[config.mk]
export PLATFORM = sky130hd
export DESIGN_NAME = mm2s_burst_reader
export DESIGN_NICKNAME = d
export VERILOG_FILES = /design/src/rtl/mm2s_burst_reader.sv
export SDC_FILE = /design/constraint.sdc
export NUM_CORES = 1
export LEC_CHECK = 0
export CORE_MARGIN = 5
export CORE_UTILIZATION = 45
export DETAILED_ROUTE_END_ITERATION = 10
export HOLD_SLACK_MARGIN = 0.05
export MAX_ROUTING_LAYER = met4
export PLACE_DENSITY = 0.78
export SLEW_MARGIN = 10
export SYNTH_ARGS = -nofsm -noshare
export SYNTH_HDL_FRONTEND = slang
export SYNTH_SLANG_ARGS = --single-unit
[constraint.sdc]
create_clock -name m_axi_aclk -period 3.6 [get_ports m_axi_aclk]
set_input_delay 0.9 -clock m_axi_aclk [delete_from_list [all_inputs] [get_ports m_axi_aclk]]
set_output_delay 0.9 -clock m_axi_aclk [all_outputs]
set_load 0.01 [all_outputs]
[src/rtl/mm2s_burst_reader.sv]
// mm2s_burst_reader
// MM2S read channel: splits one (address, beat count) command into AXI4 INCR
// bursts of at most MAX_BURST beats that never cross a 4 KB page, keeps up to
// MAX_OUTSTANDING bursts in flight and streams the read data out on AXI4-Stream.
// tlast marks only the final beat of the whole command.
// Optional build macro DMA_RD_SKID_EN: inserts a 2-entry skid buffer between
// R and AXIS with a registered rready (one extra cycle of latency).
//
// state   | meaning
// --------+-----------------------------------------------------------
// ST_IDLE | waiting for a command, cmd_ready_o high
// ST_ISSUE| cutting the command into bursts and issuing them on AR
// ST_WAIT | all ARs issued, draining outstanding bursts until last rlast
// ST_DONE | one-cycle done_o pulse, then back to ST_IDLE

module mm2s_burst_reader #(
  parameter int DATA_WIDTH      = 64,
  parameter int ADDR_WIDTH      = 32,
  parameter int LEN_WIDTH       = 24,
  parameter int MAX_BURST       = 16,
  parameter int MAX_OUTSTANDING = 4
) (
  input  logic                  m_axi_aclk,
  input  logic                  m_axi_areset,

  input  logic                  cmd_valid_i,
  output logic                  cmd_ready_o,
  input  logic [ADDR_WIDTH-1:0] cmd_addr_i,
  input  logic [LEN_WIDTH-1:0]  cmd_beats_i,

  output logic [ADDR_WIDTH-1:0] m_mm2s_axi_araddr,
  output logic [7:0]            m_mm2s_axi_arlen,
  output logic [2:0]            m_mm2s_axi_arsize,
  output logic [1:0]            m_mm2s_axi_arburst,
  output logic [3:0]            m_mm2s_axi_arcache,
  output logic [2:0]            m_mm2s_axi_arprot,
  output logic                  m_mm2s_axi_arvalid,
  input  logic                  m_mm2s_axi_arready,

  input  logic [DATA_WIDTH-1:0] m_mm2s_axi_rdata,
  input  logic [1:0]            m_mm2s_axi_rresp,
  input  logic                  m_mm2s_axi_rlast,
  input  logic                  m_mm2s_axi_rvalid,
  output logic                  m_mm2s_axi_rready,

  output logic [DATA_WIDTH-1:0] m_mm2s_axis_tdata,
  output logic                  m_mm2s_axis_tvalid,
  output logic                  m_mm2s_axis_tlast,
  input  logic                  m_mm2s_axis_tready,

  output logic                  busy_o,
  output logic                  done_o,
  output logic                  err_o
);

  localparam int BYTES = DATA_WIDTH / 8;
  localparam int SIZE  = $clog2(BYTES);
  localparam int OUT_W = $clog2(MAX_OUTSTANDING + 1);
  localparam int CW    = (LEN_WIDTH > 13) ? LEN_WIDTH : 13;

  typedef enum logic [1:0] {
    ST_IDLE  = 2'd0,
    ST_ISSUE = 2'd1,
    ST_WAIT  = 2'd2,
    ST_DONE  = 2'd3
  } state_t;

  state_t                state_q, state_d;

  logic [ADDR_WIDTH-1:0] addr_q;
  logic [LEN_WIDTH-1:0]  remaining_q;
  logic [LEN_WIDTH-1:0]  total_q;
  logic [LEN_WIDTH-1:0]  rx_cnt_q;
  logic [OUT_W-1:0]      outstanding_q;
  logic                  arvalid_q;
  logic [ADDR_WIDTH-1:0] araddr_q;
  logic [7:0]            arlen_q;
  logic [8:0]            burst_len_q;
  logic                  err_q;

  logic [12:0]           page_beats;
  logic [CW-1:0]         len_w;
  logic [8:0]            burst_len_d;

  logic                  cmd_fire;
  logic                  ar_fire;
  logic                  ar_raise;
  logic                  r_fire;
  logic                  rlast_fire;
  logic                  tlast_raw;
  logic                  unused_rresp0;

  assign cmd_ready_o   = (state_q == ST_IDLE) && !m_axi_areset;
  assign cmd_fire      = cmd_valid_i && cmd_ready_o;
  assign ar_fire       = arvalid_q && m_mm2s_axi_arready;
  assign r_fire        = m_mm2s_axi_rvalid && m_mm2s_axi_rready;
  assign rlast_fire    = r_fire && m_mm2s_axi_rlast;
  assign tlast_raw     = (rx_cnt_q == (total_q - LEN_WIDTH'(1)));
  assign unused_rresp0 = m_mm2s_axi_rresp[0];

  // A new AR is only prepared while no AR is pending and a slot is free.
  assign ar_raise = (state_q == ST_ISSUE) && !arvalid_q &&
                    (outstanding_q < OUT_W'(MAX_OUTSTANDING)) &&
                    (remaining_q != '0);

  assign busy_o = (state_q != ST_IDLE);
  assign done_o = (state_q == ST_DONE);
  assign err_o  = err_q;

  assign m_mm2s_axi_araddr  = araddr_q;
  assign m_mm2s_axi_arlen   = arlen_q;
  assign m_mm2s_axi_arvalid = arvalid_q;
  assign m_mm2s_axi_arsize  = 3'(SIZE);
  assign m_mm2s_axi_arburst = 2'b01;
  assign m_mm2s_axi_arcache = 4'b0011;
  assign m_mm2s_axi_arprot  = 3'b000;

  // Next burst length: smallest of beats left, MAX_BURST and beats to the 4 KB page end.
  always_comb begin
    page_beats = (13'd4096 - {1'b0, addr_q[11:0]}) >> SIZE;
    len_w      = CW'(MAX_BURST);
    if (CW'(remaining_q) < len_w) len_w = CW'(remaining_q);
    if (CW'(page_beats) < len_w)  len_w = CW'(page_beats);
    burst_len_d = 9'(len_w);
  end

  // State register.
  always_ff @(posedge m_axi_aclk) begin
    if (m_axi_areset) state_q <= ST_IDLE;
    else              state_q <= state_d;
  end

  // Next-state logic.
  always_comb begin
    state_d = state_q;
    case (state_q)
      ST_IDLE:  if (cmd_fire) state_d = (cmd_beats_i == '0) ? ST_DONE : ST_ISSUE;
      ST_ISSUE: if (ar_fire && (remaining_q == LEN_WIDTH'(burst_len_q))) state_d = ST_WAIT;
      ST_WAIT:  if (outstanding_q == '0) state_d = ST_DONE;
      ST_DONE:  state_d = ST_IDLE;
      default:  state_d = ST_IDLE;
    endcase
  end

  // Command capture and address/remaining bookkeeping advanced on each AR handshake.
  always_ff @(posedge m_axi_aclk) begin
    if (m_axi_areset) begin
      addr_q      <= '0;
      remaining_q <= '0;
      total_q     <= '0;
    end else if (cmd_fire) begin
      addr_q      <= cmd_addr_i & ~ADDR_WIDTH'(BYTES - 1);
      remaining_q <= cmd_beats_i;
      total_q     <= cmd_beats_i;
    end else if (ar_fire) begin
      addr_q      <= addr_q + (ADDR_WIDTH'(burst_len_q) << SIZE);
      remaining_q <= remaining_q - LEN_WIDTH'(burst_len_q);
    end
  end

  // AR channel: fields are latched when arvalid rises and held until arready.
  always_ff @(posedge m_axi_aclk) begin
    if (m_axi_areset) begin
      arvalid_q   <= 1'b0;
      araddr_q    <= '0;
      arlen_q     <= '0;
      burst_len_q <= '0;
    end else if (ar_raise) begin
      arvalid_q   <= 1'b1;
      araddr_q    <= addr_q;
      arlen_q     <= 8'(burst_len_d - 9'd1);
      burst_len_q <= burst_len_d;
    end else if (ar_fire) begin
      arvalid_q   <= 1'b0;
    end
  end

  // Bursts in flight: up on AR handshake, down on the rlast beat handshake.
  always_ff @(posedge m_axi_aclk) begin
    if (m_axi_areset) begin
      outstanding_q <= '0;
    end else begin
      case ({ar_fire, rlast_fire})
        2'b10:   outstanding_q <= outstanding_q + OUT_W'(1);
        2'b01:   outstanding_q <= outstanding_q - OUT_W'(1);
        default: outstanding_q <= outstanding_q;
      endcase
    end
  end

  // Received beat counter and sticky response error (cleared by a new command).
  always_ff @(posedge m_axi_aclk) begin
    if (m_axi_areset) begin
      rx_cnt_q <= '0;
      err_q    <= 1'b0;
    end else if (cmd_fire) begin
      rx_cnt_q <= '0;
      err_q    <= 1'b0;
    end else if (r_fire) begin
      rx_cnt_q <= rx_cnt_q + LEN_WIDTH'(1);
      if (m_mm2s_axi_rresp[1]) err_q <= 1'b1;
    end
  end

`ifdef DMA_RD_SKID_EN
  logic [DATA_WIDTH-1:0] skid_data_q [2];
  logic [1:0]            skid_last_q;
  logic                  skid_wr_q;
  logic                  skid_rd_q;
  logic [1:0]            skid_cnt_q;
  logic [1:0]            skid_cnt_d;
  logic                  rready_q;
  logic                  skid_push;
  logic                  skid_pop;

  assign skid_push          = m_mm2s_axi_rvalid && rready_q;
  assign skid_pop           = m_mm2s_axis_tvalid && m_mm2s_axis_tready;
  assign m_mm2s_axi_rready  = rready_q;
  assign m_mm2s_axis_tvalid = (skid_cnt_q != 2'd0);
  assign m_mm2s_axis_tdata  = skid_data_q[skid_rd_q];
  assign m_mm2s_axis_tlast  = skid_last_q[skid_rd_q];

  // Occupancy after this cycle's push/pop; rready is registered from it.
  always_comb begin
    skid_cnt_d = skid_cnt_q;
    if (skid_push && !skid_pop)      skid_cnt_d = skid_cnt_q + 2'd1;
    else if (!skid_push && skid_pop) skid_cnt_d = skid_cnt_q - 2'd1;
  end

  // Skid buffer pointers, occupancy, last flags and registered rready.
  always_ff @(posedge m_axi_aclk) begin
    if (m_axi_areset) begin
      skid_wr_q   <= 1'b0;
      skid_rd_q   <= 1'b0;
      skid_cnt_q  <= 2'd0;
      skid_last_q <= 2'b00;
      rready_q    <= 1'b0;
    end else begin
      if (skid_push) begin
        skid_last_q[skid_wr_q] <= tlast_raw;
        skid_wr_q              <= ~skid_wr_q;
      end
      if (skid_pop) skid_rd_q <= ~skid_rd_q;
      skid_cnt_q <= skid_cnt_d;
      rready_q   <= (skid_cnt_d != 2'd2);
    end
  end

  // Skid buffer data storage; contents are qualified by occupancy.
  always_ff @(posedge m_axi_aclk) begin
    if (skid_push) skid_data_q[skid_wr_q] <= m_mm2s_axi_rdata;
  end
`else
  assign m_mm2s_axi_rready  = m_mm2s_axis_tready;
  assign m_mm2s_axis_tvalid = m_mm2s_axi_rvalid;
  assign m_mm2s_axis_tdata  = m_mm2s_axi_rdata;
  assign m_mm2s_axis_tlast  = m_mm2s_axi_rvalid && tlast_raw;
`endif

endmodule

* Word-level counts from Yosys, hierarchy flattened
Cells that the tools add are included.
Widths: inputs -> output; s select.
** Operators by class
- $add $sub $neg :: 8
- Order comparisons :: 3
- Eq/ne operators :: 10
- Mux-type cells :: 14
- Reduce and logical (&&, ||, !) cells :: 23
** Operators with widths (count)
- $mux 24 :: 3
- $mux 32 :: 2
- $add 32x12->32 :: 1
- $add 24x1->24 const B :: 1
- $eq 24x24->1 :: 1
- $eq 24x9->1 :: 1
- $logic_not 24->1 :: 1
- $lt 10x24->1 :: 1
- $lt 24x5->1 const B :: 1
- $reduce_bool 24->1 :: 1
- $sub 24x1->24 const B :: 1
- $sub 24x9->24 :: 1
- $sub 13x12->13 const A :: 1
- $logic_and 1x1->1 :: 10
- $mux 9 :: 1
- $mux 2 :: 4
- $pmux 2 s4 :: 1
- $reduce_bool 2->1 :: 4
- $sub 8x1->8 const B :: 1
- $eq 2x2->1 const B :: 3
- $pmux 3 s2 :: 1
- $eq 2x1->1 const B :: 2
- $ne 2x2->1 const B :: 2
- $add 3x1->3 const B :: 1
- other kinds (10) :: 12
** Word-level totals
- Bits in registers :: 160

* Longest topological paths before layout
- Word-level depth :: 5
- Gate-level depth with buffers :: 17

* Worst setup path before layout
No wires, ideal clock.
- Path kind :: reg2reg
- Start point :: reg remaining_q[12]
- End point :: reg arlen_q[2] (netlist: m_mm2s_axi_arlen[2])
- Library setup time :: 0.062 ns
- Data arrival time :: 3.743 ns
- Required time :: 3.538 ns
- Slack :: -0.205 ns
- Stages on the path, launching flop included :: 17
- Buffers on the path :: 2
- Path through :: dfxtp_1 or4_1 nand2b_4 nor3_2 buf_4 and2_1 inv_1 ha_1 o211ai_1 o211ai_1 o2111ai_1 o21ai_2 clkbuf_1 a31oi_1 ha_1 or4_1 nand3_1
** Between the ends
- Cells in the longest elaborated chain, start to end :: 5
- Elaborated cells between the ends (all ways) :: 7
** Ends and longest elaborated chain
- from (decl) :: line 71 : logic [LEN_WIDTH-1:0] remaining_q;
- from (signal assigned) :: line 153 : remaining_q <= cmd_beats_i;
- from (signal assigned) :: line 157 : remaining_q <= remaining_q - LEN_WIDTH'(burst_len_q);
- $lt 24x5->1 :: line 122 : if (CW'(remaining_q) < len_w) len_w = CW'(remaining_q);
- $mux 24 :: line 122
- $lt 10x24->1 :: line 123 : if (CW'(page_beats) < len_w) len_w = CW'(page_beats);
- $mux 9 :: line 123
- $sub 8x1->8 :: line 171 : arlen_q <= 8'(burst_len_d - 9'd1);
- to (signal assigned) :: line 171
- to (decl) :: line 77 : logic [7:0] arlen_q;
Parallel ways exist; a longest one is shown, timed or not.
A chain may end at the register's enable or synchronous reset.

* Worst setup path in the final report
- Start point :: reg total_q[1]
- End point :: out m_mm2s_axis_tlast
** Between the ends
- Cells in the longest elaborated chain, start to end :: 3
** Ends and longest elaborated chain
- from (decl) :: line 72 : logic [LEN_WIDTH-1:0] total_q;
- from (signal assigned) :: line 154 : total_q <= cmd_beats_i;
- $sub 24x1->24 :: line 98 : assign tlast_raw = (rx_cnt_q == (total_q - LEN_WIDTH'(1)));
- $eq 24x24->1 :: line 98
- $logic_and 1x1->1 :: line 257 : assign m_mm2s_axis_tlast = m_mm2s_axi_rvalid && tlast_raw;
- to (decl) :: line 48 : output logic m_mm2s_axis_tlast,
No other way between the ends.

==> flow_metrics.env <==
export IMPL_outcome="complete, but fails checks"
export IMPL_violations="negative setup slack"
export IMPL_drc=0
export IMPL_slowest_delay_ns=0.43
export IMPL_power_mw=8.23
export IMPL_multi_input_area_mm2=0.00563
export IMPL_cts_sinks=154
export IMPL_synth_xor_area_share_pct=9.25
export IMPL_synth_top_family_by_area="simple AND/OR/NAND/NOR gates"
export IMPL_crit_buf_inv=2
export IMPL_path_delay_family="simple AND/OR/NAND/NOR gates"
export IMPL_grt_pass1_wl_mm=41.7
export IMPL_rsz0062_at_grt="yes"
export IMPL_setup_ws_ns=-0.177
export IMPL_critical_path_cell_chain="inv_2, ha_4, nor4b_4, nand4_2, or2_4, or4_4, a31oi_4, a21oi_2, nor4_2, buf_2"
export IMPL_grt_pass1_vias=8320
export IMPL_timing_rr_end="m_mm2s_axi_arlen[6]"
export IMPL_cts_tree="built"
export IMPL_die_y_um=155
export IMPL_wire_per_inst_um=16.3
export IMPL_die_x_um=155
export IMPL_hold_path_end="m_mm2s_axi_araddr[21]"
export IMPL_syn_avg_cell_area_um2=7.89
export IMPL_antenna_found_initial=1
export IMPL_setup_viol=4
export IMPL_initial_utilization_pct=45.3
export IMPL_worstPathRequired_ns=2.70
export IMPL_path_class="flip-flop to output pin"
export IMPL_synth_cell_types=73
export IMPL_synthCells=1200
export IMPL_crit_arrival_ns=2.88
export IMPL_hp_start="m_mm2s_axi_araddr[21]"
export IMPL_track_usage_pct=21.8
export IMPL_cts_root_buf="clkbuf_16"
export IMPL_fillCellCount=1890
export IMPL_drt_pass1_iterations=6
export IMPL_fmax_mhz=265
export IMPL_worstMarginPinSlew_ns=0.933
export IMPL_clock_path_buffers=2
export IMPL_ys_ff_latch=154
export IMPL_synth_compound_area_share_pct=16.3
export IMPL_fin_cells=1588
export IMPL_fin_nets=1468
export IMPL_netlist_area_mm2=0.00947
export IMPL_vias_per_cell=5.52
export IMPL_finalSetupTns_ns=-0.376
export IMPL_finalInstanceArea_mm2=0.0116
export IMPL_place_area_mm2=0.0108
export IMPL_ys_warn_count=0
export IMPL_synth_area_mux_share_pct=1.61
export IMPL_fp_row_count=53
export IMPL_slew_headroom_pct=37.8
export IMPL_startpoint_type="flip-flop"
export IMPL_clk_latency_ns=0.44
export IMPL_regArea_mm2=0.00309
export IMPL_drt_iter0_drc=566
export IMPL_utilization_pct=55.6
export IMPL_gp_congestion=0.923
export IMPL_pre_cts_ws_ns=-0.547
export IMPL_r2r_cells=17
export IMPL_cts_inserted_buffers=17
export IMPL_path_clk_slew_ns=0.07
export IMPL_grt_ovfl_total=0
export IMPL_via_count=8759
export IMPL_fin_crit_ns=3.78
export IMPL_synth_seq_area_share_pct=32.6
export IMPL_syn_to_final_growth_pct=22.6
export IMPL_r2r_start="remaining_q[15]"
export IMPL_holdWs_ns=0.456
export IMPL_dp_hpwl_mm=18.6
export IMPL_maxCapViolCount=0
export IMPL_hold_path_class="flip-flop to flip-flop"
export IMPL_wirelength_mm=25.9
export IMPL_fin_crit_sh_pct=105
export IMPL_p_leak_nw=4.38
export IMPL_worstPathMaxFanout=4
export IMPL_synth_edf_count=0
export IMPL_synth_ff_type="dfxtp_1"
export IMPL_cts_max_level=4
export IMPL_drv_slew=0
export IMPL_hold_viol_final=0
export IMPL_drive_gt1_share_pct=13.7
export IMPL_hold_depth=2
export IMPL_max_vdd_ir_drop_v=0.000425
export IMPL_dieArea_mm2=0.0240
export IMPL_portBuffers=105
export IMPL_placed_cells=1543
export IMPL_cp_depth=10
export IMPL_ant_nets=0
export IMPL_final_setup_skew_ns=0.0104
export IMPL_num_io_pins=253
export IMPL_synthSimpleGateAreaFrac_pct=24.1
export IMPL_slowest_stage="or4_4"
export IMPL_r2r_setup_slack_ns=-0.09
export IMPL_async_reset_ff_share_pct=0
export IMPL_grt_max_degree=83
export IMPL_core_region_area_mm2=0.0209
export IMPL_endpoint_kind="output pin"
export IMPL_synth_adder_area_share_pct=5.52
export IMPL_powerDensity_mw_per_mm2=709
-- layout make-up --
class                      count  area share [%]
timing repair buffer         202            15.5
inverter                      39            1.26
multi-input combinational    885            48.5
tap                          275            2.96
clock inverter                14            1.36
clock buffer                  18            3.78
antenna                        1          0.0216
sequential                   154            26.6
-- per-layer routing --
metal	global-route usage (%)	vias to the layer above	routed length, um
met5	-	-	0
met4	7.02	0	519
met3	4.03	50	1590
met2	35.1	277	12400
met1	27.9	4141	11400
li1	-	4291	-
-- Yosys cell counts, types with 7 or more instances --
library cell | count | share of area, %
buf_4 | 82 | 6.5
or4_1 | 12 | 0.95
or3_1 | 13 | 0.86
o21ai_0 | 52 | 2.7
xnor2_1 | 68 | 6.3
nand4_1 | 19 | 1.3
o211ai_1 | 16 | 1.3
nor4_1 | 18 | 1.2
ha_1 | 37 | 4.9
mux2i_1 | 13 | 1.4
a21o_1 | 7 | 0.56
nand3_1 | 29 | 1.5
a21oi_1 | 81 | 4.3
and3_1 | 14 | 0.93
nand2_1 | 181 | 7.2
and2_1 | 7 | 0.46
inv_1 | 38 | 1.5
clkbuf_1 | 48 | 1.9
xor2_1 | 32 | 3.0
nor3_1 | 28 | 1.5
a211oi_1 | 29 | 2.3
dfxtp_1 | 154 | 33
nand3b_1 | 9 | 0.71
nor2_1 | 99 | 3.9
-- flip-flops by register name, indices dropped and copies added (netlist names) --
register            count
remaining_q            24
addr_q                 29
rx_cnt_q               24
state_q                 2
burst_len_q             9
err_o                   1
m_mm2s_axi_arvalid      1
m_mm2s_axi_araddr      29
total_q                24
outstanding_q           3
m_mm2s_axi_arlen        8
-- power breakdown --
group          internal, mW  leakage (nW)  switching, mW
Clock                  1.00         0.283          0.813
Sequential             2.02          1.26          0.303
Combinational          1.95          2.84           2.14
-- cells by family (layout without fill, tap and decap cells) --
family,after synthesis,count (layout)
compound gates,244,244
simple gates,466,466
xor+xnor,100,100
mux,15,15
other cells,2,21
fa+ha+maj,40,40
flops,154,154
buf+inv,179,273
-- worst reg2reg max path, cell delays in order, from the launching register on --
cell and delay [ns]:
dfxtp_2 0.32, or4_4 0.53, nand2b_4 0.17, nor3_4 0.30, and2_4 0.21, inv_2 0.04, ha_4 0.27, a211oi_4 0.06
buf_4 0.14, o211ai_1 0.07, o2111ai_1 0.14, o21ai_2 0.37, mux2_4 0.36, ha_4 0.18, buf_6 0.11, nand4b_1 0.08
nand3b_1 0.10, a31oi_1 0.18
-- placed cells by master, fill, tap and decap left out, types with 5 or more instances in the layout --
cell | synthesis | layout
nand2_1 | 181 | 179
clkbuf_16 | 0 | 17
nor2_1 | 99 | 98
ha_1 | 37 | 34
conb_1 | 2 | 20
o211ai_1 | 16 | 16
or4_1 | 12 | 10
xor2_1 | 32 | 32
inv_1 | 38 | 35
dfxtp_1 | 154 | 151
xnor2_1 | 68 | 68
a21o_1 | 7 | 7
and2_1 | 7 | 5
nor2b_1 | 6 | 6
nand3b_1 | 9 | 9
buf_4 | 82 | 90
a22o_1 | 6 | 6
nand4_1 | 19 | 19
nand3_1 | 29 | 29
and3_1 | 14 | 13
buf_6 | 2 | 6
mux2i_1 | 13 | 12
a21oi_1 | 81 | 78
o21ai_0 | 52 | 51
nor4_2 | 4 | 5
a211oi_1 | 29 | 27
o31ai_1 | 5 | 5
clkdlybuf4s50_1 | 0 | 103
nor4_1 | 18 | 17
or3_1 | 13 | 12
nor3_1 | 28 | 26
-- worst max-delay path by stage --
stage,endpoint,slack [ns],from
6_report,m_mm2s_axis_tlast,-0.18,total_q[1]
4_1_cts,m_mm2s_axis_tlast,-0.20,total_q[1]
5_1_grt,m_mm2s_axis_tlast,-0.35,total_q[1]
2_1_floorplan,m_mm2s_axi_arlen[2],-0.08,remaining_q[15]
3_5_place_dp,m_mm2s_axis_tlast,-0.55,m_mm2s_axi_rvalid
3_3_place_gp,m_mm2s_axis_tlast,-0.53,m_mm2s_axi_rvalid
-- repair_timing --
action | CTS | global route
endpoints found under the setup margin | 4 | 10
resized for setup | 16 | 23
hold buffers | 0 | 0
hold endpoints to repair | 0 | 0
pin swaps | 14 | 13
buffers inserted | 10 | 3
Power figures use the tool's default switching activity.
